## src/rtl/result_access_pkg.sv

```systemverilog
// result_access_pkg
//   Shared definitions for the result_access block and its holding buffer:
//   default widths, the control state encoding and the holding-buffer
//   geometry, plus a small pointer-advance helper.
package result_access_pkg;

  // Default widths for the top-level parameters.
  localparam int DATA_W_DEF = 32;
  localparam int ADDR_W_DEF = 10;
  localparam int LEN_W_DEF  = 11;

  // Holding buffer geometry: two entries is enough to cover the one-cycle
  // RAM read latency while still sustaining one word per cycle.
  localparam int BUF_DEPTH = 2;
  localparam int BUF_PTR_W = 1;
  localparam int BUF_OCC_W = 2;

  typedef enum logic [1:0] {
    IDLE  = 2'd0,
    RUN   = 2'd1,
    DONE  = 2'd2,
    REARM = 2'd3
  } state_e;

  // Advance a circular holding-buffer pointer.
  function automatic logic [BUF_PTR_W-1:0] next_ptr(input logic [BUF_PTR_W-1:0] p);
    logic [BUF_PTR_W-1:0] n;
    if (p == BUF_PTR_W'(BUF_DEPTH - 1)) begin
      n = '0;
    end else begin
      n = p + BUF_PTR_W'(1);
    end
    return n;
  endfunction

endpackage

```

## src/rtl/result_skid_buf.sv

```systemverilog
// result_skid_buf
//   Two-entry FIFO-ordered holding buffer sitting between the result RAM read
//   port and the output FIFO write port.
//
// Ports:
//   clk, rst_n    clock, asynchronous active-low reset
//   flush         discard all held words (used when a transfer is aborted)
//   push          capture push_data at the tail
//   push_data     word to capture
//   pop           remove the head word (caller guarantees head_valid)
//   head          oldest held word
//   head_valid    buffer is not empty
//   occ           number of held words (0..2)
//
// A push and a pop in the same cycle leave the occupancy unchanged and keep
// the words in order.
module result_skid_buf
  import result_access_pkg::*;
#(
  parameter int DATA_W = DATA_W_DEF
) (
  input  logic                 clk,
  input  logic                 rst_n,
  input  logic                 flush,
  input  logic                 push,
  input  logic [DATA_W-1:0]    push_data,
  input  logic                 pop,
  output logic [DATA_W-1:0]    head,
  output logic                 head_valid,
  output logic [BUF_OCC_W-1:0] occ
);

  logic [DATA_W-1:0]    mem_q [BUF_DEPTH];
  logic [DATA_W-1:0]    mem_d [BUF_DEPTH];
  logic [BUF_PTR_W-1:0] wr_ptr_q, wr_ptr_d;
  logic [BUF_PTR_W-1:0] rd_ptr_q, rd_ptr_d;
  logic [BUF_OCC_W-1:0] occ_q, occ_d;

  always_comb begin
    mem_d    = mem_q;
    wr_ptr_d = wr_ptr_q;
    rd_ptr_d = rd_ptr_q;
    occ_d    = occ_q;
    if (flush) begin
      // Stored data is left in place; only the bookkeeping is cleared.
      wr_ptr_d = '0;
      rd_ptr_d = '0;
      occ_d    = '0;
    end else begin
      if (push) begin
        mem_d[wr_ptr_q] = push_data;
        wr_ptr_d        = next_ptr(wr_ptr_q);
      end
      if (pop) begin
        rd_ptr_d = next_ptr(rd_ptr_q);
      end
      case ({push, pop})
        2'b10:   occ_d = occ_q + BUF_OCC_W'(1);
        2'b01:   occ_d = occ_q - BUF_OCC_W'(1);
        default: occ_d = occ_q;
      endcase
    end
  end

  always_ff @(posedge clk or negedge rst_n) begin
    if (!rst_n) begin
      for (int i = 0; i < BUF_DEPTH; i++) begin
        mem_q[i] <= '0;
      end
      wr_ptr_q <= '0;
      rd_ptr_q <= '0;
      occ_q    <= '0;
    end else begin
      mem_q    <= mem_d;
      wr_ptr_q <= wr_ptr_d;
      rd_ptr_q <= rd_ptr_d;
      occ_q    <= occ_d;
    end
  end

  assign head       = mem_q[rd_ptr_q];
  assign head_valid = (occ_q != '0);
  assign occ        = occ_q;

endmodule

```

## src/rtl/result_access.sv

```systemverilog
// result_access
//   Streams cfg_len words out of the result buffer (synchronous RAM, one-cycle
//   read latency) starting at cfg_base_addr and pushes them into the write side
//   of the output FIFO, honouring its full flag. Runs while the control FSM
//   holds ResultRd_en high and answers with a one-cycle OutputRd_done once the
//   last word has been pushed.
//
// Ports:
//   clk, rst_n      clock, asynchronous active-low reset
//   ResultRd_en     level request from the control FSM (dropping it aborts)
//   cfg_base_addr   first buffer address, sampled when a transfer starts
//   cfg_len         word count, sampled when a transfer starts
//   rbuf_rd_en      result buffer read strobe
//   rbuf_addr       result buffer read address (wraps modulo 2^ADDR_W)
//   rbuf_rdata      read data, valid the cycle after rbuf_rd_en
//   txfifo_wr_en    output FIFO push
//   txfifo_wdata    output FIFO push data
//   txfifo_full     output FIFO full; no push while high
//   OutputRd_done   one-cycle completion pulse
//   busy            high whenever the block is not idle
//
// Build option:
//   RESULT_ACCESS_SUM_EN  when defined, a running sum (modulo 2^DATA_W) of the
//                         pushed data words is appended as one extra checksum
//                         word after the last data word.
module result_access
  import result_access_pkg::*;
#(
  parameter int DATA_W = DATA_W_DEF,
  parameter int ADDR_W = ADDR_W_DEF,
  parameter int LEN_W  = LEN_W_DEF
) (
  input  logic              clk,
  input  logic              rst_n,
  input  logic              ResultRd_en,
  input  logic [ADDR_W-1:0] cfg_base_addr,
  input  logic [LEN_W-1:0]  cfg_len,
  output logic              rbuf_rd_en,
  output logic [ADDR_W-1:0] rbuf_addr,
  input  logic [DATA_W-1:0] rbuf_rdata,
  output logic              txfifo_wr_en,
  output logic [DATA_W-1:0] txfifo_wdata,
  input  logic              txfifo_full,
  output logic              OutputRd_done,
  output logic              busy
);

  localparam int LVL_W = BUF_OCC_W + 1;
  localparam logic [LVL_W-1:0] DEPTH_LVL = LVL_W'(BUF_DEPTH);

  state_e            state_q, state_d;
  logic [ADDR_W-1:0] base_q, base_d;
  logic [LEN_W-1:0]  len_q, len_d;
  logic [LEN_W-1:0]  rd_cnt_q, rd_cnt_d;
  logic [LEN_W-1:0]  wr_cnt_q, wr_cnt_d;
  logic              in_flight_q, in_flight_d;

  logic                 run_active;
  logic                 buf_flush;
  logic                 pop;
  logic                 rd_issue;
  logic [LVL_W-1:0]     level;
  logic [DATA_W-1:0]    head;
  logic                 head_valid;
  logic [BUF_OCC_W-1:0] occ;

`ifdef RESULT_ACCESS_SUM_EN
  logic [DATA_W-1:0] sum_q, sum_d;
  logic              sum_push;
`endif

  // The word read last cycle arrives now; it is captured unless the transfer
  // is being aborted, in which case flush wins inside the buffer.
  result_skid_buf #(
    .DATA_W (DATA_W)
  ) u_skid_buf (
    .clk        (clk),
    .rst_n      (rst_n),
    .flush      (buf_flush),
    .push       (in_flight_q),
    .push_data  (rbuf_rdata),
    .pop        (pop),
    .head       (head),
    .head_valid (head_valid),
    .occ        (occ)
  );

  // State and datapath registers.
  always_ff @(posedge clk or negedge rst_n) begin
    if (!rst_n) begin
      state_q     <= IDLE;
      base_q      <= '0;
      len_q       <= '0;
      rd_cnt_q    <= '0;
      wr_cnt_q    <= '0;
      in_flight_q <= 1'b0;
`ifdef RESULT_ACCESS_SUM_EN
      sum_q       <= '0;
`endif
    end else begin
      state_q     <= state_d;
      base_q      <= base_d;
      len_q       <= len_d;
      rd_cnt_q    <= rd_cnt_d;
      wr_cnt_q    <= wr_cnt_d;
      in_flight_q <= in_flight_d;
`ifdef RESULT_ACCESS_SUM_EN
      sum_q       <= sum_d;
`endif
    end
  end

  // Output / handshake logic.
  always_comb begin
    // Once the FSM drops its request nothing more is read or pushed; the
    // cycle is spent discarding held data on the way back to IDLE.
    run_active = (state_q == RUN) && ResultRd_en;
    buf_flush  = (state_q == RUN) && !ResultRd_en;
    pop        = run_active && head_valid && !txfifo_full;

    // Words that will be held after this cycle if no new read is issued.
    // Keeping it below the buffer depth guarantees room for the next capture.
    level    = LVL_W'(occ) + LVL_W'(in_flight_q) - LVL_W'(pop);
    rd_issue = run_active && (rd_cnt_q < len_q) && (level < DEPTH_LVL);

    rbuf_rd_en    = rd_issue;
    rbuf_addr     = base_q + rd_cnt_q[ADDR_W-1:0];
    OutputRd_done = (state_q == DONE);
    busy          = (state_q != IDLE);

`ifdef RESULT_ACCESS_SUM_EN
    // All data words are out (so the buffer is empty): send the checksum.
    sum_push     = run_active && (wr_cnt_q == len_q) && !txfifo_full;
    txfifo_wr_en = pop || sum_push;
    txfifo_wdata = sum_push ? sum_q : head;
`else
    txfifo_wr_en = pop;
    txfifo_wdata = head;
`endif
  end

  // Next-state and counter logic.
  always_comb begin
    state_d     = state_q;
    base_d      = base_q;
    len_d       = len_q;
    rd_cnt_d    = rd_cnt_q + LEN_W'(rd_issue);
    wr_cnt_d    = wr_cnt_q + LEN_W'(pop);
    in_flight_d = rd_issue;
`ifdef RESULT_ACCESS_SUM_EN
    sum_d       = pop ? (sum_q + head) : sum_q;
`endif

    case (state_q)
      IDLE: begin
        if (ResultRd_en) begin
          base_d   = cfg_base_addr;
          len_d    = cfg_len;
          rd_cnt_d = '0;
          wr_cnt_d = '0;
`ifdef RESULT_ACCESS_SUM_EN
          sum_d    = '0;
          // Even an empty transfer has a checksum word to push.
          state_d  = RUN;
`else
          state_d  = (cfg_len == '0) ? DONE : RUN;
`endif
        end
      end

      RUN: begin
        if (!ResultRd_en) begin
          state_d = IDLE;
`ifdef RESULT_ACCESS_SUM_EN
        end else if (sum_push) begin
          state_d = DONE;
`else
        end else if (wr_cnt_d == len_q) begin
          // Leave on the cycle of the last push so the pulse follows directly.
          state_d = DONE;
`endif
        end
      end

      DONE: begin
        state_d = REARM;
      end

      REARM: begin
        // The FSM still holds its request during the done cycle; wait for it
        // to drop so the same request does not start a second transfer.
        if (!ResultRd_en) begin
          state_d = IDLE;
        end
      end

      default: begin
        state_d = IDLE;
      end
    endcase
  end

endmodule

```

## config.mk

```make
export PLATFORM = sky130hd
export DESIGN_NAME = result_access
export DESIGN_NICKNAME = d
export VERILOG_FILES = /design/src/rtl/result_access_pkg.sv /design/src/rtl/result_skid_buf.sv /design/src/rtl/result_access.sv
export SDC_FILE = /design/constraint.sdc
export NUM_CORES = 1
export LEC_CHECK = 0
export ABC_AREA = 1
export BUFFER_PORTS_ARGS = -buffer_cell sky130_fd_sc_hd__buf_4
export CAP_MARGIN = 5
export CORE_MARGIN = 1
export CORE_UTILIZATION = 45
export CTS_CLUSTER_SIZE = 16
export DETAILED_ROUTE_END_ITERATION = 12
export PLACE_DENSITY = 0.72
export SYNTH_ARGS = -nofsm -noshare
export SYNTH_HDL_FRONTEND = slang
export SYNTH_SLANG_ARGS = --single-unit
```

## constraint.sdc

```tcl
create_clock -name clk -period 4.3 [get_ports clk]
set_input_delay 0.215 -clock clk [delete_from_list [all_inputs] [get_ports clk]]
set_output_delay 0.215 -clock clk [all_outputs]
set_load 0.01 [all_outputs]
```

==> results of run 1 <==
-- cell usage in the layout, fill, tap and decap left out, types with 4 or more instances in the layout --
cell and instances:
a21oi_1 29, buf_4 109, clkbuf_16 17, clkbuf_8 4, clkinv_2 4, dfrtp_1 114, dlygate4sd3_1 10, ha_1 24
inv_1 80, inv_2 4, nand2_1 274, nand2_2 5, nand3_1 32, nand3_2 6, nand3b_1 5, nand4_1 6
nor2_1 44, nor2_2 5, nor2_4 4, o21ai_0 87, xnor2_1 4, xor2_1 8
-- report_power, final --
part	internal, µW	leakage (µW)	switching (µW)	total, µW
registers	1480	0.00150	243	1720
clock network	844	0.000277	476	1320
logic	786	0.00222	1040	1830
total	3110	0.00400	1760	4870
-- per-stage QoR --
step / cells / area [µm²] / hold slack, ns / setup slack, ns
final: 1072 / 7621 / 0.01609 / 0.5259
after global routing: 1072 / 7621 / 0.02810 / 0.1524
after CTS: 1072 / 7621 / 0.001506 / 0.5001
after detailed placement: 1032 / 6958 / 0.3788 / 0.5698
after global placement: 1032 / 6958 / 0.3748 / 0.6536
after floorplan: 777 / 6045 / -0.08059 / 0.3278
-- final timing paths --
check	start	to	slack (ns)	cells after the start
max	state_q[0]	rd_cnt_q[10]	0.53	20
min	cfg_len[0]	len_q[0]	0.02	3
max reg2reg	state_q[0]	rd_cnt_q[10]	0.53	20
min reg2reg	u_skid_buf.mem_q[22]	u_skid_buf.mem_q[22]	0.48	2
max in group asynchronous	rst_n	u_skid_buf.mem_q[0]	3.23	3
min in group asynchronous	rst_n	base_q[4]	0.46	3
-- layout make-up --
| type | count | area (µm²) | area share |
|---|---|---|---|
| Tap cell | 172 | 215.2 | 0.02824 |
| Inverter | 85 | 319.1 | 0.04187 |
| Clock buffer | 21 | 480.5 | 0.06304 |
| Timing Repair Buffer | 119 | 918.4 | 0.1205 |
| Multi-Input combinational cell | 552 | 2753 | 0.3612 |
| Sequential cell | 114 | 2853 | 0.3743 |
| Clock inverter | 9 | 82.58 | 0.01084 |
-- registers in the layout (all words and copies together), names as in the netlist --
signal / count
u_skid_buf.mem_q: 64
wr_cnt_q: 11
u_skid_buf.wr_ptr_q: 1
rd_cnt_q: 11
base_q: 10
u_skid_buf.rd_ptr_q: 1
len_q: 11
u_skid_buf.occ: 2
state_q: 2
in_flight_q: 1
-- logic make-up (layout without fill, tap and decap cells) --
logic type	Yosys count	after routing	synth area share
and+or+nand+nor	388	388	0.2730
AOI/OAI and AO/OA	126	126	0.1083
DFF	114	114	0.4720
buffers and inverters	111	234	0.07307
adders and majority gates	26	26	0.05630
xor gates and xnor gates	12	12	0.01739
-- critical path: stages (launching register included) --
cell	delay (ns)
dfrtp_1	0.40
nand2_1	0.10
nor2_2	0.12
inv_2	0.07
nor3_2	0.14
ha_1	0.25
or2_2	0.31
fa_1	0.38
xor2_1	0.15
nor4b_1	0.29
buf_4	0.17
ha_1	0.19
ha_1	0.20
nand3_1	0.12
nor2_1	0.11
nand2_1	0.08
nor2_1	0.15
nand2_1	0.09
nor2_1	0.13
a21oi_1	0.08
o21a_1	0.13
-- metal layers --
metal,track usage,vias up,part of all wire
li1,-,2691,-
met1,0.2749,2414,0.48
met2,0.3298,94,0.47
met3,0.04845,11,0.036
met4,0.08253,0,0.013
met5,0,-,0
-- what timing repair did --
action	4_1_cts	5_1_grt
hold endpoints to repair	61	0
hold buffers	10	0
setup buffers	0	0
==> impl_metrics.yaml, run 1 <==
cts:
  numClockSinks: 114
  clock_latency_ns: 0.42
  clk_pin_slew_worst_paths_ns: 0.05
  clockBufferDepth: 2
  cts_resized: 0
  cts_tree: "yes"
  root_buffer: "clkbuf_16"
  htreeDepth: 4
  cts_buffers: 17
synthesis:
  synthArstFlopShare: 1.000
  yosysWarnings: 0
  synthesis.area_mm2: 0.006045
  synth_top_cell_area_share: 0.4720
  synth_common_cells: "nand2_1 (274), dfrtp_1 (114), o21ai_0 (87), inv_1 (80), nor2_1 (45)"
  synth_nets: 860
  synth_ff_type: "dfrtp_1"
  synth_top_area_cell: "dfrtp_1"
  yosysMostFrequentCell: "nand2_1"
  ys_seq_area_frac: 0.4720
  yosys.cell_types.count: 35
  synth_edf_count: 0
  synthCells: 777
  yosys-top-cells-area: "dfrtp_1 (47%), nand2_1 (17%), o21ai_0 (7.2%)"
  syn_area_per_cell_um2: 7.779
  synth.ff_latch_count: 114
timing:
  hold_violations: 0
  fmax_mhz: 265.0
  final.min_clock_period_ns: 3.774
  relSlewSlack: 0.2894
  worst_slew_pin_slew_ns: 1.065
  rsz0062_at_grt: "no"
  tns_ns: 0
  setup_violations: 0
  fin_worst_skew_ns: 0.006324
  fin_crit_sh: 0.8777
  slew_viol_final: 0
drt:
  drtAntennaViolNets: 0
  drt-initial-drc-count: 313
  postRouteWirelength_um: 13580
  vias: 5210
  first_pass_iters: 5
  drc_errors: 0
  avgRoutedWirePerCell_um: 12.67
  avgViaCountPerCell: 4.860
setup_path:
  cp.arrival_ns: 4.08
  start_kind: "register"
  cp_max_fo: 5
  critical_path_class: "reg -> reg"
  end_kind: "register"
  required_ns: 4.61
floorplanning:
  dieArea_mm2: 0.01390
  start_util: 0.4694
  fp.coreArea_mm2: 0.01288
  die_h_um: 117.9
  ioPinCount: 103
  rows: 41
  die_x_um: 117.9
grt:
  antenna_found_initial: 0
  overflow: 0
  grt_max_degree: 66
  grt_pass1_vias: 4945
  grt_pass1_wl_um: 22960
  grt_usage: 0.2082
status:
  outcome: "complete, no violations"
finish:
  fin_util: 0.5919
  drive_above_1_share: 0.1878
  fill_cells: 1186
  area_growth_pct: 26.08
  num_antenna_cells: 0
  nNetsFinal: 972
power_and_ir_drop:
  vdd_drop_max_mv: 0.3387
  power.leakage_uw: 0.003997
  powerDensity_mw_per_mm2: 639.1
  total_power_uw: 4871
min_path:
  hp-class: "in -> reg"
flow_run:
  max_cap_viol_count: 0
place:
  port_buffers: 102
  dp_hpwl_um: 9285
  gp_routability_congestion: 0.8565
No activity file was read; power rests on OpenSTA's default activity.
==> run 2: changes to the inputs <==
--- a/config.mk
+++ b/config.mk
@@ -13,6 +13,7 @@
 export CTS_CLUSTER_SIZE = 16
 export DETAILED_ROUTE_END_ITERATION = 12
 export PLACE_DENSITY = 0.72
+export RECOVER_POWER = 25
 export SYNTH_ARGS = -nofsm -noshare
 export SYNTH_HDL_FRONTEND = slang
 export SYNTH_SLANG_ARGS = --single-unit
==> impl_metrics.yaml, run 2 (same netlist as run 1, synthesis figures left out) <==
grt:
  grt_pass1_wl_um: 22960
  grt_max_degree: 66
  grt_usage: 0.2082
  antenna_found_initial: 0
  grt_pass1_vias: 4945
  overflow: 0
setup_path:
  startpoint: "state_q[0]"
  worstReg2RegStart: "state_q[0]"
  required_ns: 4.61
  cp.arrival_ns: 4.08
  cp_max_fo: 5
  start_kind: "register"
  critical_path_class: "reg -> reg"
  end_kind: "register"
timing:
  fin_worst_skew_ns: 0.006455
  tns_ns: 0
  final.min_clock_period_ns: 3.774
  relSlewSlack: -0.8440
  setup_violations: 0
  slew_viol_final: 116
  fin_crit_sh: 0.8776
  hold_ws_ns: 0.01601
  worst_slew_pin_slew_ns: 2.766
  fmax_mhz: 265.0
  hold_violations: 0
  rsz0062_at_grt: "no"
finish:
  final_cell_mix: "nand2_1 (274), dfrtp_1 (114), buf_4 (106), o21ai_0 (87), inv_1 (80)"
  drive_above_1_share: 0.1867
  mostFrequentLayoutCell: "nand2_1"
  largest-register: "u_skid_buf.mem_q"
  num_antenna_cells: 0
  fill_cells: 1186
  nNetsFinal: 972
  largest_reg_flops: 64
  area_growth_pct: 25.98
place:
  gp_routability_congestion: 0.8565
  dp_hpwl_um: 9285
  port_buffers: 102
cts:
  clock_latency_ns: 0.42
  cts_tree: "yes"
  clk_pin_slew_worst_paths_ns: 0.05
  numClockSinks: 114
  htreeDepth: 4
  cts_buffers: 17
  root_buffer: "clkbuf_16"
  cts_resized: 0
  clockBufferDepth: 2
power_and_ir_drop:
  power.leakage_uw: 0.003992
  powerDensity_mw_per_mm2: 639.2
  vdd_drop_max_mv: 0.3389
floorplanning:
  rows: 41
  ioPinCount: 103
  fp.coreArea_mm2: 0.01288
  die_h_um: 117.9
  dieArea_mm2: 0.01390
  start_util: 0.4694
  die_x_um: 117.9
drt:
  vias: 5225
  avgRoutedWirePerCell_um: 12.64
  drt-initial-drc-count: 329
  avgViaCountPerCell: 4.874
  postRouteWirelength_um: 13560
  first_pass_iters: 5
  drtAntennaViolNets: 0
  drc_errors: 0
min_path:
  hp-class: "in -> reg"
  hold_start: "cfg_len[0]"
status:
  failed_checks: "capacitance limit, slew limit"
  outcome: "complete, but fails checks"
flow_run:
  max_cap_viol_count: 2
[run 2: final cells by class]
class	instances	area [µm²]	share of cell area
Multi-Input combinational cell	552	2753	0.3615
Sequential cell	114	2853	0.3746
Inverter	85	319.1	0.04190
Timing Repair Buffer	119	912.1	0.1198
Clock buffer	21	480.5	0.06310
Clock inverter	9	82.58	0.01084
Tap cell	172	215.2	0.02826
[run 2: worst paths after layout]
path	to	slack, ns	cells past startpoint
max	rd_cnt_q[10]	0.53	20
min	len_q[0]	0.02	3
max reg2reg	rd_cnt_q[10]	0.53	20
min reg2reg	u_skid_buf.mem_q[22]	0.48	2
max in group asynchronous	u_skid_buf.mem_q[13]	1.38	3
min in group asynchronous	base_q[2]	0.83	3
[run 2: through the flow]
step	area [µm²]	util	power (µW)	worst slack, ns	cells
floorplan	6045	-	2853	0.3278	777
global placement	6958	0.5404	3510	0.6536	1032
detailed placement	6958	0.5404	3563	0.5698	1032
CTS	7621	0.5919	4913	0.5001	1072
global route	7615	0.5914	5243	0.1524	1072
finish	7615	0.5914	4867	0.5261	1072
[run 2: critical path, stage by stage (launching register included)]
cell and delay, ns:
dfrtp_1 0.40, nand2_1 0.10, nor2_2 0.12, inv_2 0.07, nor3_2 0.14, ha_1 0.25
or2_2 0.31, fa_1 0.38, xor2_1 0.15, nor4b_1 0.29, buf_4 0.17, ha_1 0.19
ha_1 0.20, nand3_1 0.12, nor2_1 0.11, nand2_1 0.08, nor2_1 0.15, nand2_1 0.09
nor2_1 0.13, a21oi_1 0.08, o21a_1 0.13
[run 2: timing repair]
item / 4_1_cts / 5_1_grt
hold buffers: 10 / 0
endpoints found under the hold margin: 61 / 0
buffers inserted: 0 / 0
[run 2: report_power, final]
part / internal (µW) / switching (µW) / total [µW]
logic: 785 / 1040 / 1830
clock network: 844 / 474 / 1320
registers: 1480 / 243 / 1720
total: 3110 / 1760 / 4870
[run 2: per-layer routing]
layer | global-route usage | wire (µm)
met1 | 0.2749 | 6480
met5 | 0 | 0
met3 | 0.04845 | 475
met4 | 0.08253 | 197
met2 | 0.3298 | 6400
==> run 3: changes to the inputs <==
--- a/config.mk
+++ b/config.mk
@@ -8,11 +8,13 @@
 export ABC_AREA = 1
 export BUFFER_PORTS_ARGS = -buffer_cell sky130_fd_sc_hd__buf_4
 export CAP_MARGIN = 5
+export CELL_PAD_IN_SITES_DETAIL_PLACEMENT = 2
+export CELL_PAD_IN_SITES_GLOBAL_PLACEMENT = 2
 export CORE_MARGIN = 1
-export CORE_UTILIZATION = 45
+export CORE_UTILIZATION = 33
 export CTS_CLUSTER_SIZE = 16
 export DETAILED_ROUTE_END_ITERATION = 12
-export PLACE_DENSITY = 0.72
+export PLACE_DENSITY = 0.87
 export RECOVER_POWER = 25
 export SYNTH_ARGS = -nofsm -noshare
 export SYNTH_HDL_FRONTEND = slang
==> impl_metrics.yaml, run 3 (same netlist as run 1, synthesis figures left out) <==
cts:
  clk_pin_slew_worst_paths_ns: 0.06
  numClockSinks: 114
  cts_buffers: 17
  clockBufferDepth: 2
  cts_tree: "yes"
  root_buffer: "clkbuf_16"
  clock_latency_ns: 0.43
  htreeDepth: 4
timing:
  setup_slack_ns: 0.08599
  fin_crit_sh: 0.9800
  final.min_clock_period_ns: 4.214
  worst_slew_pin_slew_ns: 1.868
  slew_viol_final: 70
  fmax_mhz: 237.3
  hold_ws_ns: 0.02742
  setup_violations: 0
  hold_violations: 0
  fin_worst_skew_ns: 0.009113
  relSlewSlack: -0.2454
finish:
  area_growth_pct: 28.63
  largest-register: "u_skid_buf.mem_q"
  final_cell_mix: "nand2_1 (274), dfrtp_1 (114), buf_4 (110), o21ai_0 (87), inv_1 (80)"
  seq_area_mm2: 0.002853
  num_antenna_cells: 0
  fill_cells: 2048
  fin_util: 0.4328
  fin_cells: 1134
  mostFrequentLayoutCell: "nand2_1"
  multi_input_area_mm2: 0.002769
  drive_above_1_share: 0.1934
  largest_reg_flops: 64
  nNetsFinal: 975
setup_path:
  cp_max_fo: 5
  cp.arrival_ns: 4.53
  crit_family: "simple AND/OR/NAND/NOR gates"
  required_ns: 4.62
  crit_top_cell: "nand2_1"
  worstReg2RegEnd: "rd_cnt_q[10]"
  slowest_stage: "nor4b_2"
  critical_path_class: "reg -> reg"
  r2r_cells: 19
  worstReg2RegStart: "state_q[0]"
  slowest_delay_ns: 0.42
  cp_num_buf_inv: 1
  path_cells: "nand2_1 > nor2_2 > inv_2 > nor3_2 > ha_1 > or2_2 > fa_1 > xor2_1 > nor4b_2 > ha_2 > ha_1 > nand3_1 > nor2_1 > nand2_1 > nor2_2 > nand2_1 > nor2_1 > a21oi_1 > o21a_1"
  r2r_slack_ns: 0.09
  start_kind: "register"
  end_kind: "register"
floorplanning:
  dieArea_mm2: 0.01886
  ioPinCount: 103
  die_h_um: 137.3
  start_util: 0.3365
  fp.coreArea_mm2: 0.01796
  rows: 49
  die_x_um: 137.3
power_and_ir_drop:
  power_frac_comb: 0.388
  p_sw_frac: 0.3924
  intPower_uw: 3223
  p_sw_uw: 2082
  vdd_drop_max_mv: 0.4706
  power.leakage_uw: 0.004018
  clkPwrFrac: 0.280
  pwr-share-seq: 0.331
  powerDensity_mw_per_mm2: 682.2
  total_power_uw: 5304
drt:
  avgViaCountPerCell: 5.031
  first_pass_iters: 4
  drtAntennaViolNets: 0
  drc_errors: 0
  avgRoutedWirePerCell_um: 18.97
  drt-initial-drc-count: 239
  vias: 5705
  postRouteWirelength_um: 21510
min_path:
  hp-class: "in -> reg"
  hold_start: "cfg_len[8]"
  whs_path_depth: 3
  min_to: "len_q[8]"
grt:
  grt_pass1_vias: 6427
  antenna_found_initial: 0
  grt_pass1_wl_um: 33700
  overflow: 0
  grt_max_degree: 70
  grt_usage: 0.2389
place:
  post-place-ws_ns: 0.1951
  dp_cells: 1090
  port_buffers: 102
  dp_hpwl_um: 13040
  gp_routability_congestion: 0.7554
status:
  outcome: "complete, but fails checks"
  failed_checks: "capacitance limit, slew limit"
flow_run:
  max_cap_viol_count: 1
## run 3: cell count changes in the layout (fill, tap and decap cells not counted)
cell        before  now
buf_4          106  110
bufinv_16        1    3
clkbuf_8         4    2
clkinv_2         4    2
clkinvlp_4       2    4
clkbuf_1         1    2
clkbuf_4         1    0
ha_1            24   23
ha_2             0    1
inv_6            0    1
nor2_1          44   43
nor2_4           4    5
nor4b_1          1    0
nor4b_2          0    1
## run 3: cell type report
| cell class | count | share of cell area |
|---|---|---|
| Sequential cell | 114 | 0.3669 |
| Multi-Input combinational cell | 552 | 0.3561 |
| Timing Repair Buffer | 122 | 0.1202 |
| Clock buffer | 20 | 0.05874 |
| Inverter | 85 | 0.04104 |
| Tap cell | 229 | 0.03685 |
| Clock inverter | 12 | 0.02012 |
## run 3: repair_timing
action	CTS	global route
endpoints found under the hold margin	76	0
endpoints found under the setup margin	0	2
hold buffers	10	0
gates resized for setup	0	3
buffers inserted	0	2
## run 3: how the worst max path moves through the flow
| stage | startpoint | end | slack, ns | cells after the start |
|---|---|---|---|---|
| after detailed placement | state_q[0] | rd_cnt_q[10] | 0.20 | 19 |
| final | state_q[0] | rd_cnt_q[10] | 0.09 | 19 |
| after global routing | state_q[0] | rd_cnt_q[10] | -0.16 | 19 |
| after global placement | state_q[0] | rd_cnt_q[10] | 0.53 | 19 |
| after CTS | state_q[0] | rd_cnt_q[10] | 0.10 | 19 |
| after floorplan | state_q[0] | rd_cnt_q[10] | 0.33 | 19 |
## run 3: worst reg2reg max path: stages, from the launching register on
cell	delay, ns
dfrtp_1	0.41
nand2_1	0.10
nor2_2	0.13
inv_2	0.07
nor3_2	0.22
ha_1	0.28
or2_2	0.31
fa_1	0.38
xor2_1	0.16
nor4b_2	0.42
ha_2	0.30
ha_1	0.23
nand3_1	0.17
nor2_1	0.19
nand2_1	0.14
nor2_2	0.15
nand2_1	0.09
nor2_1	0.13
a21oi_1	0.08
o21a_1	0.13
## run 3: power by group through the flow
stage                     Combinational [µW]  Clock [µW]  Sequential [µW]
after floorplan                         1180           0             1670
after global placement                  1850           0             1710
after detailed placement                1960           0             1750
after CTS                               2070        1510             1750
after global routing                    2310        1550             1800
final                                   2060        1490             1760
## run 3: through the flow
step	area, µm²	TNS (ns)
floorplan	6045	0
global placement	7042	0
detailed placement	7042	0
CTS	7755	0
global route	7775	-0.2503
finish	7775	0
## run 3: per-layer routing
metal | global-route usage | up-vias | part of all wire
li1 | - | 2697 | -
met1 | 0.2849 | 2845 | 0.43
met2 | 0.4158 | 125 | 0.51
met3 | 0.04194 | 38 | 0.029
met4 | 0.1129 | 0 | 0.028
met5 | 0 | - | 0
